## src/rtl/codec_intf.sv

```systemverilog
// codec_intf: codec clock generator plus left-justified 16-bit stereo serial receiver/transmitter
// Ports: clk, rst (sync, active-high); SDout serial ADC data in; lft_out/rht_out EQ samples to send;
//   MCLK/SCLK/LRCLK codec clocks (cnt[1]/cnt[4]/cnt[9]); SDin serial DAC data out, MSB first;
//   RSTn registered active-low codec reset; lft_in/rht_in received samples to EQ;
//   valid/valid_rise/valid_fall frame strobes.
// Macro CODEC_RST_HOLD_EN: keeps RSTn low for two frames after reset, then suppresses strobes and
//   sample updates for one more frame.
module codec_intf #(
  parameter int DATA_W = 16,
  parameter int CNT_W  = 10
) (
  input  logic              clk,
  input  logic              rst,
  input  logic              SDout,
  input  logic [DATA_W-1:0] lft_out,
  input  logic [DATA_W-1:0] rht_out,
  output logic              MCLK,
  output logic              SCLK,
  output logic              LRCLK,
  output logic              SDin,
  output logic              RSTn,
  output logic [DATA_W-1:0] lft_in,
  output logic [DATA_W-1:0] rht_in,
  output logic              valid,
  output logic              valid_rise,
  output logic              valid_fall
);
  localparam logic [CNT_W-1:0] END_R = '1;
  localparam logic [CNT_W-1:0] END_L = END_R >> 1;
  logic [CNT_W-1:0]  cnt_q, cnt_d;
  logic [DATA_W-1:0] rx_shft_q, rx_shft_d, lft_hold_q, lft_hold_d;
  logic [DATA_W-1:0] lft_in_q, lft_in_d, rht_in_q, rht_in_d;
  logic [DATA_W-1:0] tx_shft_q, tx_shft_d, rht_hold_q, rht_hold_d;
  logic valid_q, valid_d, valid_rise_q, valid_rise_d, valid_fall_q, valid_fall_d;
  logic rstn_q, rstn_d, end_l, end_r, en;
`ifdef CODEC_RST_HOLD_EN
  // One counter covers both the two-frame codec reset and the extra discarded frame.
  localparam logic [CNT_W+1:0] HOLD_RSTN = (CNT_W+2)'((2 << CNT_W) - 1);
  localparam logic [CNT_W+1:0] HOLD_EN   = (CNT_W+2)'((3 << CNT_W) - 1);
  logic [CNT_W+1:0] hold_q, hold_d;
  always_comb begin
    hold_d = hold_q + (CNT_W+2)'(hold_q != HOLD_EN);
    rstn_d = hold_q >= HOLD_RSTN;
    en     = hold_q == HOLD_EN;
  end
  always_ff @(posedge clk) hold_q <= rst ? '0 : hold_d;
`else
  always_comb begin
    rstn_d = 1'b1;
    en     = 1'b1;
  end
`endif
  always_comb begin
    end_l        = cnt_q == END_L;
    end_r        = cnt_q == END_R;
    cnt_d        = cnt_q + CNT_W'(1);
    rx_shft_d    = (cnt_q[4:0] == 5'h0F) ? {rx_shft_q[DATA_W-2:0], SDout} : rx_shft_q;
    lft_hold_d   = end_l ? rx_shft_q : lft_hold_q;
    lft_in_d     = (end_r && en) ? lft_hold_q : lft_in_q;
    rht_in_d     = (end_r && en) ? rx_shft_q : rht_in_q;
    valid_d      = end_r ? en : end_l ? 1'b0 : valid_q;
    valid_rise_d = end_r && en;
    // a fall is only reported when valid was actually high
    valid_fall_d = end_l && valid_q;
    // half-frame loads win over the SCLK-falling shift they coincide with
    tx_shft_d    = end_r ? lft_out : end_l ? rht_hold_q :
                   (cnt_q[4:0] == 5'h1F) ? {tx_shft_q[DATA_W-2:0], 1'b0} : tx_shft_q;
    rht_hold_d   = end_r ? rht_out : rht_hold_q;
  end
  always_ff @(posedge clk) begin
    if (rst) begin
      cnt_q        <= '0;
      rx_shft_q    <= '0;
      lft_hold_q   <= '0;
      lft_in_q     <= '0;
      rht_in_q     <= '0;
      tx_shft_q    <= '0;
      rht_hold_q   <= '0;
      valid_q      <= 1'b0;
      valid_rise_q <= 1'b0;
      valid_fall_q <= 1'b0;
      rstn_q       <= 1'b0;
    end else begin
      cnt_q        <= cnt_d;
      rx_shft_q    <= rx_shft_d;
      lft_hold_q   <= lft_hold_d;
      lft_in_q     <= lft_in_d;
      rht_in_q     <= rht_in_d;
      tx_shft_q    <= tx_shft_d;
      rht_hold_q   <= rht_hold_d;
      valid_q      <= valid_d;
      valid_rise_q <= valid_rise_d;
      valid_fall_q <= valid_fall_d;
      rstn_q       <= rstn_d;
    end
  end
  assign MCLK       = cnt_q[1];
  assign SCLK       = cnt_q[4];
  assign LRCLK      = cnt_q[CNT_W-1];
  assign SDin       = tx_shft_q[DATA_W-1];
  assign RSTn       = rstn_q;
  assign lft_in     = lft_in_q;
  assign rht_in     = rht_in_q;
  assign valid      = valid_q;
  assign valid_rise = valid_rise_q;
  assign valid_fall = valid_fall_q;
endmodule

```

## config.mk

```make
export PLATFORM = sky130hd
export DESIGN_NAME = codec_intf
export DESIGN_NICKNAME = d
export VERILOG_FILES = /design/src/rtl/codec_intf.sv
export SDC_FILE = /design/constraint.sdc
export NUM_CORES = 1
export LEC_CHECK = 0
export BUFFER_PORTS_ARGS = -buffer_cell sky130_fd_sc_hd__buf_4
export CAP_MARGIN = 20
export CORE_MARGIN = 2
export CORE_UTILIZATION = 35
export CTS_CLUSTER_DIAMETER = 50
export CTS_CLUSTER_SIZE = 28
export DETAILED_ROUTE_END_ITERATION = 8
export PLACE_DENSITY = 0.57
export REMOVE_ABC_BUFFERS = 1
export SETUP_SLACK_MARGIN = 0.05
export SLEW_MARGIN = 20
export SYNTH_ARGS = -nofsm -noshare
export SYNTH_HDL_FRONTEND = slang
export SYNTH_SLANG_ARGS = --single-unit
```

## constraint.sdc

```tcl
create_clock -name clk -period 1.9 [get_ports clk]
set_clock_uncertainty 0.1 [all_clocks]
set_input_delay 0.095 -clock clk [delete_from_list [all_inputs] [get_ports clk]]
set_output_delay 0.095 -clock clk [all_outputs]
set_load 0.005 [all_outputs]
```

==> impl_metrics.toml <==
[status]
status = "finished, final reports clean"

[timing]
max_freq_ghz = 0.556
drv_slew = 0
setup_viol = 0
hold_violations = 0
period_share = 0.947
tightest_slew_ns = 0.868
period_minus_slack_ns = 1.80
whs_ns = 0.0126
relSlewSlack = 0.420
tns_ns = 0
layout_setup_ws_ns = 0.101
rsz0062_at_grt = "yes"

[grt]
grt_pass1_vias = 3596
antenna_found_initial = 0
grt_first_pass_wirelength_um = 17900
grt_start_max_net_pins = 55
grt-ovfl-total = 0
grt_usage = 0.156

[critical_path]
crit_arrival_ns = 1.93
required_ns = 2.03
worst_setup_path_end_kind = "register"
r2r_slack_ns = 0.10
path_max_fanout = 8
worstSetupPathType = "register to register"
crit_path_start_kind = "register"

[detailed_routing]
met3WireLength_um = 480
wl_per_cell_um = 15.2
route.detailed.vias_per_inst = 5.19
drcViolationCount = 0
vias = 3745
initialDrtViolationCount = 104
top_layer = "met4"
ant_nets = 0
drt_first_pass_iters = 4
wl_met1_um = 5370
totalWireLength_um = 11000
met2_length_um = 4960

[floorplanning]
core-area_mm2 = 0.0131
rows = 42
dieArea_mm2 = 0.0143
start_util = 0.355
boundaryPins = 75
die_w_um = 119
die_y_um = 119

[finish]
final_common_cell = "dfxtp_1"
fin_nets = 580
diodes = 0
num-fill-cells = 1255
final_cell_mix = "dfxtp_1 (109), buf_4 (93), mux2i_1 (47), a21oi_1 (35)"
final_cells = 722
drive_above_1_share = 0.321
area_delta_synth_final_pct = 28.4

[power]
p_total_uw = 4440
power_density_mw_per_mm2 = 741
vdd_drop_max_uv = 477
p_leak_uw = 0.00213

[yosys]
seq_area_frac_synth = 0.472
syn_area_per_cell_um2 = 10.0
synth_top_cell_area_share = 0.472
syn_area_mm2 = 0.00467
ys_warn_count = 0
postSynth.asyncResetShare = 0
ys_ff_latch = 110
yosys.area.top_type = "dfxtp_1"
synth_area_leaders = "dfxtp_1 (47%), mux2i_1 (10%), a31o_2 (6.0%), nor4_1 (4.4%), nand2b_1 (4.3%)"
synthDistinctLibCells = 34
synth_edf_count = 0
syn-instance-count = 465
synth_flop_cell = "dfxtp_1"

[placement]
dp.cells = 689
dp_worst_setup_slack_ns = 0.109
port-buffer-count = 74
place_congestion = 0.695
post-dp-hpwl_um = 7050

[clock_network]
clock_path_buffers = 2
clock_latency_ns = 0.35
clkTransAtPathRegs_ns = 0.07
clock_sinks = 110
cts_buffers = 9
post_cts_buffers = 0
htreeDepth = 3
cts_tree = "done"
root_buffer = "clkbuf_16"

[worst_hold_path]
min_path_type = "input port to register"

[flow_run]
maxCapViolCount = 0
repair_timing:
item / CTS / global route
hold endpoints to repair: 17 / 0
hold buffers: 17 / 0
endpoints found under the setup margin: 0 / 25
gates resized for setup: 0 / 8
report_power, final:
group          internal [uW]  switching (uW)
Clock                   1120             831
Combinational            103            73.2
Sequential              2310            3.02
sequential cells by signal (all words and copies together) (netlist names):
| signal | flops |
|---|---|
| valid | 1 |
| cnt_q | 10 |
| rht_hold_q | 16 |
| valid_fall | 1 |
| valid_rise | 1 |
| tx_shft_q | 16 |
| lft_hold_q | 16 |
| lft_in | 16 |
| RSTn | 1 |
| rht_in | 16 |
| rx_shft_q | 16 |
Yosys cell counts, types with 4 or more instances:
cell	n
a211oi_1	14
a21oi_1	36
a31o_2	32
buf_2	24
clkbuf_1	22
dfxtp_1	110
mux2_2	17
mux2i_1	47
nand2b_1	32
nand3_1	6
nand4_1	17
nor2_1	22
nor4_1	33
o21ai_0	4
o31ai_1	18
worst max-delay path: stages (launching register included):
cell	delay, ns
dfxtp_1	0.34
ha_1	0.16
and3_1	0.23
ha_4	0.19
clkbuf_16	0.16
mux2_2	0.33
a21oi_1	0.13
a211oi_1	0.06
through the flow:
step / area, um2 / utilization
2_1_floorplan: 4430 / -
3_3_place_gp: 5450 / 0.414
3_5_place_dp: 5450 / 0.414
5_1_grt: 5990 / 0.456
6_report: 5990 / 0.456
4_1_cts: 5920 / 0.451
final cells by class:
class | count | area [um2] | share of cell area
Sequential cell | 110 | 2200 | 0.368
Clock inverter | 3 | 42.5 | 0.00710
Timing Repair Buffer | 117 | 996 | 0.166
Multi-Input combinational cell | 299 | 2240 | 0.375
Tap cell | 176 | 220 | 0.0368
Clock buffer | 12 | 267 | 0.0445
Inverter | 5 | 18.8 | 0.00313
routing by layer:
| metal | track usage | vias up |
|---|---|---|
| li1 | - | 1884 |
| met1 | 0.212 | 1769 |
| met2 | 0.247 | 80 |
| met3 | 0.0287 | 12 |
| met4 | 0.0596 | 0 |
| met5 | 0 | - |
final timing paths:
| kind | start | to | cells past startpoint |
|---|---|---|---|
| max | cnt_q[1]$_SDFF_PP0_ | tx_shft_q[6]$_SDFFE_PP0P_ | 7 |
| min | lft_out[12] | tx_shft_q[12]$_SDFFE_PP0P_ | 3 |
| max reg2reg | cnt_q[1]$_SDFF_PP0_ | tx_shft_q[6]$_SDFFE_PP0P_ | 7 |
| min reg2reg | rht_hold_q[7]$_SDFFE_PP0P_ | rht_hold_q[7]$_SDFFE_PP0P_ | 2 |
logic make-up after synthesis:
logic type | synth area share
and+or+nand+nor | 0.163
muxes | 0.142
buffers and inverters | 0.0547
DFF | 0.472
adders and majority gates | 0.00804
xor gates and xnor gates | 0.00375
AOI/OAI and AO/OA | 0.157
No activity file was read; power rests on OpenSTA's default activity.
